<file path="src/rtl/uart_pkg.sv">
// uart_pkg: receiver FSM states, parity encodings and tuser bit positions shared by the UART rx slice
package uart_pkg;
    typedef enum logic [2:0] {S_IDLE, S_START, S_DATA, S_PARITY, S_STOP, S_BRK_WAIT} rx_state_t;
    localparam int PAR_NONE = 0;
    localparam int PAR_ODD = 1;
    localparam int PAR_EVEN = 2;
    localparam int TU_FRAME = 0;
    localparam int TU_PARITY = 1;
endpackage

</file>
<file path="src/rtl/uart_rx_fifo.sv">
// uart_rx_fifo: synchronous FIFO holding received {tuser,tdata} words; a push while full is accepted only with a same-cycle pop
module uart_rx_fifo #(
    parameter int W = 10,
    parameter int DEPTH = 4
) (
    input  logic         clk,
    input  logic         rst_n,
    input  logic         push,
    input  logic         pop,
    input  logic [W-1:0] din,
    output logic [W-1:0] dout,
    output logic         full,
    output logic         empty
);
    localparam int AW = $clog2(DEPTH);
    logic [W-1:0] mem [DEPTH];
    logic [AW-1:0] wr, rd;
    logic [AW:0] cnt;
    logic wen, ren;
    assign ren = pop && !empty;
    assign wen = push && (!full || ren);
    assign full = cnt == (AW+1)'(DEPTH);
    assign empty = cnt == '0;
    assign dout = mem[rd];
    always_ff @(posedge clk or negedge rst_n) begin
        if (!rst_n) begin
            wr <= '0;
            rd <= '0;
            cnt <= '0;
            for (int i = 0; i < DEPTH; i++) mem[i] <= '0;
        end else begin
            if (wen) mem[wr] <= din;
            wr <= wen ? wr + 1'b1 : wr;
            rd <= ren ? rd + 1'b1 : rd;
            cnt <= cnt + (AW+1)'(wen) - (AW+1)'(ren);
        end
    end
endmodule

</file>
<file path="src/rtl/uart_rx_axis.sv">
// uart_rx_axis: oversampling UART receiver with AXI4-Stream output.
// Define UART_RX_FIFO_EN for a FIFO_DEPTH-entry output FIFO; otherwise a single holding register.
module uart_rx_axis
    import uart_pkg::*;
#(
    parameter int CLK_FREQ = 100_000_000,
    parameter int BAUD = 9600,
    parameter int OVERSAMPLE = 16,
    parameter int DATA_BITS = 8,
    parameter int PARITY = 0,
    parameter int STOP_BITS = 1,
    parameter int FIFO_DEPTH = 4
) (
    input  logic                 clk,
    input  logic                 rst_n,
    input  logic                 rx,
    output logic [DATA_BITS-1:0] m_axis_tdata,
    output logic [1:0]           m_axis_tuser,
    output logic                 m_axis_tvalid,
    input  logic                 m_axis_tready,
    output logic                 overrun,
    output logic                 busy
);
    localparam int DIV = CLK_FREQ / (BAUD * OVERSAMPLE);
    localparam int CW = $clog2(DIV);
    localparam int SW = $clog2(OVERSAMPLE);

    if (DIV < 2 || (FIFO_DEPTH & (FIFO_DEPTH - 1)) != 0) begin : g_bad_cfg
        $error("uart_rx_axis: DIV must be >= 2 and FIFO_DEPTH a power of 2");
    end

    rx_state_t state, nstate;
    logic s1, s2, rx_d, v0, v1, vote, fall, tick, mid, last_data, last_stop;
    logic perr, ferr, push, full, pop;
    logic [CW-1:0] cnt;
    logic [SW-1:0] scnt;
    logic [3:0] bcnt;
    logic [DATA_BITS-1:0] shreg;
    logic [1:0] flags;

    assign fall = state == S_IDLE && rx_d && !s2;
    assign tick = cnt == CW'(DIV - 1);
    assign mid = tick && scnt == SW'(OVERSAMPLE / 2 + 1);
    assign vote = (v0 & v1) | (v0 & s2) | (v1 & s2);
    assign last_data = bcnt == 4'(DATA_BITS - 1);
    assign last_stop = bcnt == 4'(STOP_BITS - 1);
    assign busy = state != S_IDLE;
    assign pop = m_axis_tvalid && m_axis_tready;
    assign flags[TU_PARITY] = perr;
    assign flags[TU_FRAME] = ferr;

    // Synchroniser presets to idle-high so reset release never looks like a start edge
    always_ff @(posedge clk or negedge rst_n) begin
        if (!rst_n) begin
            {s1, s2, rx_d} <= 3'b111;
            cnt <= '0;
            scnt <= '0;
            v0 <= 1'b1;
            v1 <= 1'b1;
            state <= S_IDLE;
        end else begin
            {s1, s2, rx_d} <= {rx, s1, s2};
            cnt <= (fall || tick) ? '0 : cnt + 1'b1;
            scnt <= fall ? '0 : tick ? scnt + 1'b1 : scnt;
            if (tick && scnt == SW'(OVERSAMPLE / 2 - 1)) v0 <= s2;
            if (tick && scnt == SW'(OVERSAMPLE / 2)) v1 <= s2;
            state <= nstate;
        end
    end

    always_comb begin
        nstate = state;
        unique case (state)
            S_IDLE:     nstate = fall ? S_START : S_IDLE;
            S_START:    nstate = mid ? (vote ? S_IDLE : S_DATA) : S_START;
            S_DATA:     nstate = (mid && last_data) ? (PARITY != PAR_NONE ? S_PARITY : S_STOP) : S_DATA;
            S_PARITY:   nstate = mid ? S_STOP : S_PARITY;
            S_STOP:     nstate = (mid && last_stop) ? (((ferr || !vote) && shreg == '0) ? S_BRK_WAIT : S_IDLE) : S_STOP;
            S_BRK_WAIT: nstate = s2 ? S_IDLE : S_BRK_WAIT;
            default:    nstate = S_IDLE;
        endcase
    end

    always_ff @(posedge clk or negedge rst_n) begin
        if (!rst_n) begin
            shreg <= '0;
            bcnt <= '0;
            perr <= 1'b0;
            ferr <= 1'b0;
            push <= 1'b0;
        end else begin
            push <= mid && state == S_STOP && last_stop;
            if (fall) begin
                shreg <= '0;
                bcnt <= '0;
                perr <= 1'b0;
                ferr <= 1'b0;
            end else if (mid) begin
                if (state == S_DATA) begin
                    shreg <= {vote, shreg[DATA_BITS-1:1]};
                    bcnt <= last_data ? '0 : bcnt + 1'b1;
                end
                if (state == S_PARITY) perr <= (PARITY == PAR_ODD) ? !(^shreg ^ vote) : (^shreg ^ vote);
                if (state == S_STOP) begin
                    ferr <= ferr | !vote;
                    bcnt <= bcnt + 1'b1;
                end
            end
        end
    end

`ifdef UART_RX_FIFO_EN
    logic empty;
    logic [DATA_BITS+1:0] dout;
    uart_rx_fifo #(.W(DATA_BITS + 2), .DEPTH(FIFO_DEPTH)) u_fifo (
        .clk(clk),
        .rst_n(rst_n),
        .push(push),
        .pop(pop),
        .din({flags, shreg}),
        .dout(dout),
        .full(full),
        .empty(empty)
    );
    assign {m_axis_tuser, m_axis_tdata} = dout;
    assign m_axis_tvalid = !empty;
`else
    assign full = m_axis_tvalid;
    always_ff @(posedge clk or negedge rst_n) begin
        if (!rst_n) begin
            m_axis_tdata <= '0;
            m_axis_tuser <= '0;
            m_axis_tvalid <= 1'b0;
        end else if (push && (!full || pop)) begin
            m_axis_tdata <= shreg;
            m_axis_tuser <= flags;
            m_axis_tvalid <= 1'b1;
        end else if (pop) begin
            m_axis_tvalid <= 1'b0;
        end
    end
`endif

    // New word is dropped when the store is full and nothing leaves this cycle
    always_ff @(posedge clk or negedge rst_n) begin
        if (!rst_n) overrun <= 1'b0;
        else overrun <= push && full && !pop;
    end
endmodule

</file>
<file path="config.mk">
export PLATFORM = sky130hd
export DESIGN_NAME = uart_rx_axis
export DESIGN_NICKNAME = d
export VERILOG_FILES = /design/src/rtl/uart_pkg.sv /design/src/rtl/uart_rx_fifo.sv /design/src/rtl/uart_rx_axis.sv
export SDC_FILE = /design/constraint.sdc
export NUM_CORES = 1
export LEC_CHECK = 0
export ABC_AREA = 1
export CAP_MARGIN = 40
export CORE_MARGIN = 2
export CORE_UTILIZATION = 35
export DETAILED_ROUTE_END_ITERATION = 16
export PLACE_DENSITY = 0.51
export SYNTH_ARGS = -nofsm -noshare
export SYNTH_HDL_FRONTEND = slang
export SYNTH_SLANG_ARGS = --single-unit
</file>
<file path="constraint.sdc">
create_clock -name clk -period 3.3 [get_ports clk]
set_input_delay 0.495 -clock clk [delete_from_list [all_inputs] [get_ports clk]]
set_output_delay 0.495 -clock clk [all_outputs]
set_load 0.02 [all_outputs]
</file>
# [Word level (Yosys, flattened, before mapping)]
# Cells that the tools add are included.
[totals] reg_bits=49 in_bits=4 output_inout_bits=13 wordCells=102
[classes] add_sub_neg=3 eq_ne=10 muxes=28 bitwise=7 n_reduce_logical=37
[ops] cell="$mux W4" n=7
[ops] cell="$mux W8" n=3
[ops] cell="$pmux W3 S6" n=1
[ops] cell="$mux W3" n=5
[ops] cell="$logic_and A1 B1 Y1" n=14
[ops] cell="$reduce_bool A2 Y1" n=6
[ops] cell="$add A10 B1 Y10 const B" n=1
[ops] cell="$eq A10 B10 Y1 const B" n=1
[ops] cell="$mux W10" n=1
[ops] cell="$mux W1" n=9
[ops] cell="$add A4 B1 Y4 const B" n=2
[ops] cell="$eq A4 B3 Y1 const B" n=2
[ops] cell="$eq A4 B4 Y1 const B" n=2
[ops] cell="$logic_not A8 Y1" n=1
[ops] cell="$reduce_and A2 Y1" n=4
[ops] cell="$reduce_xor A8 Y1" n=1
[ops] cell="$eq A3 B2 Y1 const B" n=2
[ops] cell="$eq A3 B3 Y1 const B" n=2
[ops] cell="$reduce_bool A3 Y1" n=2
[ops] cell="$logic_not A1 Y1" n=4
[ops] cell="$logic_not A4 Y1" n=1
[ops] cell="$mux W2" n=2
[ops] cell="$and A1 B1 Y1" n=3
[ops] cell="$eq A3 B1 Y1 const B" n=1
[ops] cell="4 further kinds" n=8

# [Depth between registers and ports, before layout]
[logic_depth] ltp_word=9 ltp_mapped=11 mapped_depth_nobuf=11

# [Least setup slack after synthesis]
# No wires, ideal clock.
[synth_path] path_type="flip-flop to flip-flop" start="register cnt[0]" end="register shreg[6]" setup_ps=118 t_arrival_ps=1417 required_ps=3182 path_slack_ps=1765 path_stages_with_launch=11 path_buffers=1 synth_period_minus_slack_ps=1535 path_cell_list="dfrtp_1 -> inv_1 -> ha_1 -> nand3_1 -> nor2_4 -> nand2_4 -> nor2_8 -> nand2_4 -> buf_6 -> nand2_2 -> o21ai_2"
[synth_between] elab_chain_cells=4
[synth_rtl] item="from (decl)" line="uart_rx_axis.sv:35" rtl="logic [CW-1:0] cnt;"
[synth_rtl] item="from (signal assigned)" line="uart_rx_axis.sv:63" rtl="cnt <= (fall || tick) ? '0 : cnt + 1'b1;"
[synth_rtl] item="$eq A10 B10 Y1" line="uart_rx_axis.sv:42" rtl="assign tick = cnt == CW'(DIV - 1);"
[synth_rtl] item="$logic_and A1 B1 Y1" line="uart_rx_axis.sv:43" rtl="assign mid = tick && scnt == SW'(OVERSAMPLE / 2 + 1);"
[synth_rtl] item="$reduce_bool A2 Y1 (no line)"
[synth_rtl] item="$reduce_and A2 Y1 (no line)"
[synth_rtl] item="to (signal assigned)" line="uart_rx_axis.sv:100" rtl="shreg <= {vote, shreg[DATA_BITS-1:1]};"
[synth_rtl] item="to (decl)" line="uart_rx_axis.sv:38" rtl="logic [DATA_BITS-1:0] shreg;"
# Every way passes these cells.
# A chain may end at the register's enable or synchronous reset.

# [Final worst setup path]
[layout_path] start="register state[1]" end="output busy"
[layout_between] elab_chain_cells=1
[layout_rtl] item="from (decl)" line="uart_rx_axis.sv:32" rtl="rx_state_t state, nstate;"
[layout_rtl] item="from (signal assigned)" line="uart_rx_axis.sv:67" rtl="state <= nstate;"
[layout_rtl] item="$reduce_bool A3 Y1" line="uart_rx_axis.sv:47" rtl="assign busy = state != S_IDLE;"
[layout_rtl] item="to (decl)" line="uart_rx_axis.sv:22" rtl="output logic busy"
# Every way passes these cells.

==> metrics <==
core footprint=around 7000 um^2; Die X=around 90 um; ANT nets after route=0; Final Hold Fails=0; Remaining DRCs=0; Worst-path clk slew=~90 ps; Crit Path Class=reg -> out; post-CTS setup buffers=0; I/O pin count=17; met2 Track Usage GR=between 20% and 30%; RSZ-0062 raised after global routing=no; Crit Path Max Fanout=3; DP HPWL=3540 um; Reg2Reg Setup Slack=roughly 1600 ps; Clock Latency Late Sink=300 ps; CP Capture Type=output pin; crit-path max cell delay=roughly 540 ps; Die ar.=8070 um^2; top post-synthesis cells by area=dfrtp_1 43%, nand2_1 12%, inv_1 6.3%, ha_1 5.3%, dfstp_2 5.1%; # Max-Cap Violations=0; Synth Register Bits=between 40 and 50; Die H=89.9 um; reg2reg start=cnt[0]; iteration count of the initial detailed-routing pass=4; routability-driven placement congestion ratio=approximately 0.79; FP Rows=31; Antenna Cells=0; ys async rst share=100%; vias in the first global route=around 1,900; sequential area share after synthesis=between 40% and 50%; grt met1 use=a little under a fifth; grt ovf=0; Leakage Power=approximately 1.5 nW; H-tree depth=2; global routing's busiest layer=met2; syn nets=approximately 320; setup_tns=0 ps; Post-synth EDFFs=0; number of unique standard cell types used by synthesis=27; area leader, netlist=dfrtp_1; clk root buf=clkbuf_8; P&R area growth vs syn=15.5%; Worst Tran Pin Value=516 ps; fin crit period=2000 ps; initial antenna violation count=0; CTS hold repair buffers=0; CP Data Required Time=roughly 2800 ps; pin count of the biggest net entering global routing=28; Syn Inst Count=between 300 and 400; M3 GR Usage=between 2 and 3%; TritonCTS buffer count=5; dominant synthesized flop cell=dfrtp_1; Port Buffers=16; final setup vio count=0; Layout Cells excl Fill=between 400 and 500; Starting Density=a little over a third; CTS Sinks=around 50; Resized cells post-CTS=0; Layout Nets=about 340; period utilisation layout=between 60% and 70%; CTS max path bufs=2; Routed WL=just under 5000 um; drt via density=~4.5; Synth Area per Inst=approximately 8.4 um^2; Yosys warnings=0; Worst setup SP type=register; reg2reg end=shreg[2]; Arr. time, crit path=1500 ps; R2R depth=9; CP Cell Sequence=nor2_1 -> nand2_1 -> clkdlybuf4s50_1; first-pass GRT wire length=between 8000 and 9000 um; Post-Syn Area=around 2600 um^2; VDD IR max=0.000204 V; Setup Skew=7.07 ps; CTS tree=built; dpl cells=420; Routed WL per cell=11.2 um; Pwr Density=around 440 nW/um^2; share of cells above drive strength 1=a little under an eighth; slew margin rel.=around two thirds; Hold Path Class=in -> async; Pwr Total=around 0.0013 W; DR vias=1,926; CP max stage cell=clkdlybuf4s50_1; post-synth top area share=~43%; GRT Resource Usage Total=around 13%; pins over their slew limit=0; status=finished, final reports clean; First DRT Iteration DRCs=69; Layout Utilization=41.5%; Peak Freq=roughly 500 MHz
## cells in the mapped netlist, types with 3 or more instances
master / n
a21oi_1: 4
buf_2: 3
dfrtp_1: 44
dfstp_2: 5
ha_1: 11
inv_1: 43
nand2_1: 80
nand2_2: 4
nand3_1: 18
nand4_1: 12
nor2_1: 27
nor2_4: 4
nor3_1: 5
nor3b_1: 4
o21ai_0: 16
o21ai_2: 8
xor2_1: 7
## cell usage in the layout (no fill, tap or decap), types with 8 or more instances in the layout
cell type and count:
nand3_1 18, clkdlybuf4s50_1 15, o21ai_0 16, nor2_1 27, nand2_1 80, o21ai_2 8, dfrtp_1 44, inv_1 43
ha_1 11, nand4_1 12
## layer usage
layer | vias up | share of wire, %
li1 | 1008 | -
met3 | 2 | 3.3
met1 | 885 | 52
met5 | - | 0
met2 | 31 | 44
met4 | 0 | 0.71
## critical path: cells and delay by family (launching register included)
kind | cells | cell delay (ps)
buf+inv | 1 | 540
simple gates | 2 | 260
flops | 1 | 400
## metrics by stage
step	worst slack, ps	instance area, um^2	hold WS (ps)
after floorplan	1770	2580	199
after global placement	1540	2840	348
after detailed placement	1510	2860	347
after CTS	1270	2980	133
after global routing	1200	2980	152
final	1300	2980	130
## cell type report
cell class / count / area [um^2]
Fill cell: 729 / 4200
Sequential cell: 49 / 1230
Multi-Input combinational cell: 209 / 1150
Timing Repair Buffer: 19 / 190
Inverter: 44 / 165
Tap cell: 99 / 124
Clock buffer: 6 / 82.6
Clock inverter: 2 / 37.5
## flip-flops by register name, indices dropped and copies added, names as in the netlist, 2 cells and up
name and count:
m_axis_tdata 8, shreg 8, cnt 10, m_axis_tuser 2
scnt 4, bcnt 4, state 3
## report_power, final
| group | switching (W) | internal, W | total (W) | leakage [nW] |
|---|---|---|---|---|
| clock network | 0.000202 | 0.000247 | 0.000448 | 0.0574 |
| registers | 0.0000588 | 0.000645 | 0.000703 | 0.652 |
| logic | 0.0000882 | 0.0000684 | 0.000157 | 0.773 |
| total | 0.000349 | 0.000959 | 0.00131 | 1.48 |
## worst max-delay path by stage
stage	start	endpoint	slack (ps)
6_report	state[1]	busy	1300
5_1_grt	state[1]	busy	1200
4_1_cts	state[1]	busy	1270
3_5_place_dp	m_axis_tready	m_axis_tdata[3]	1510
3_3_place_gp	m_axis_tready	m_axis_tdata[1]	1540
2_1_floorplan	cnt[0]	shreg[6]	1770
## logic make-up (layout without fill, tap and decap cells)
logic type	count (synthesis)	after routing	synth area share, %
buffers and inverters	50	71	7.71
AO/OA/AOI/OAI	30	30	7.18
XOR/XNOR	9	9	3.06
flip-flops	49	49	47.8
AND/OR/NAND/NOR	159	159	29.0
adder cells (fa/ha/maj)	11	11	5.33
Power figures use the tool's default switching activity.
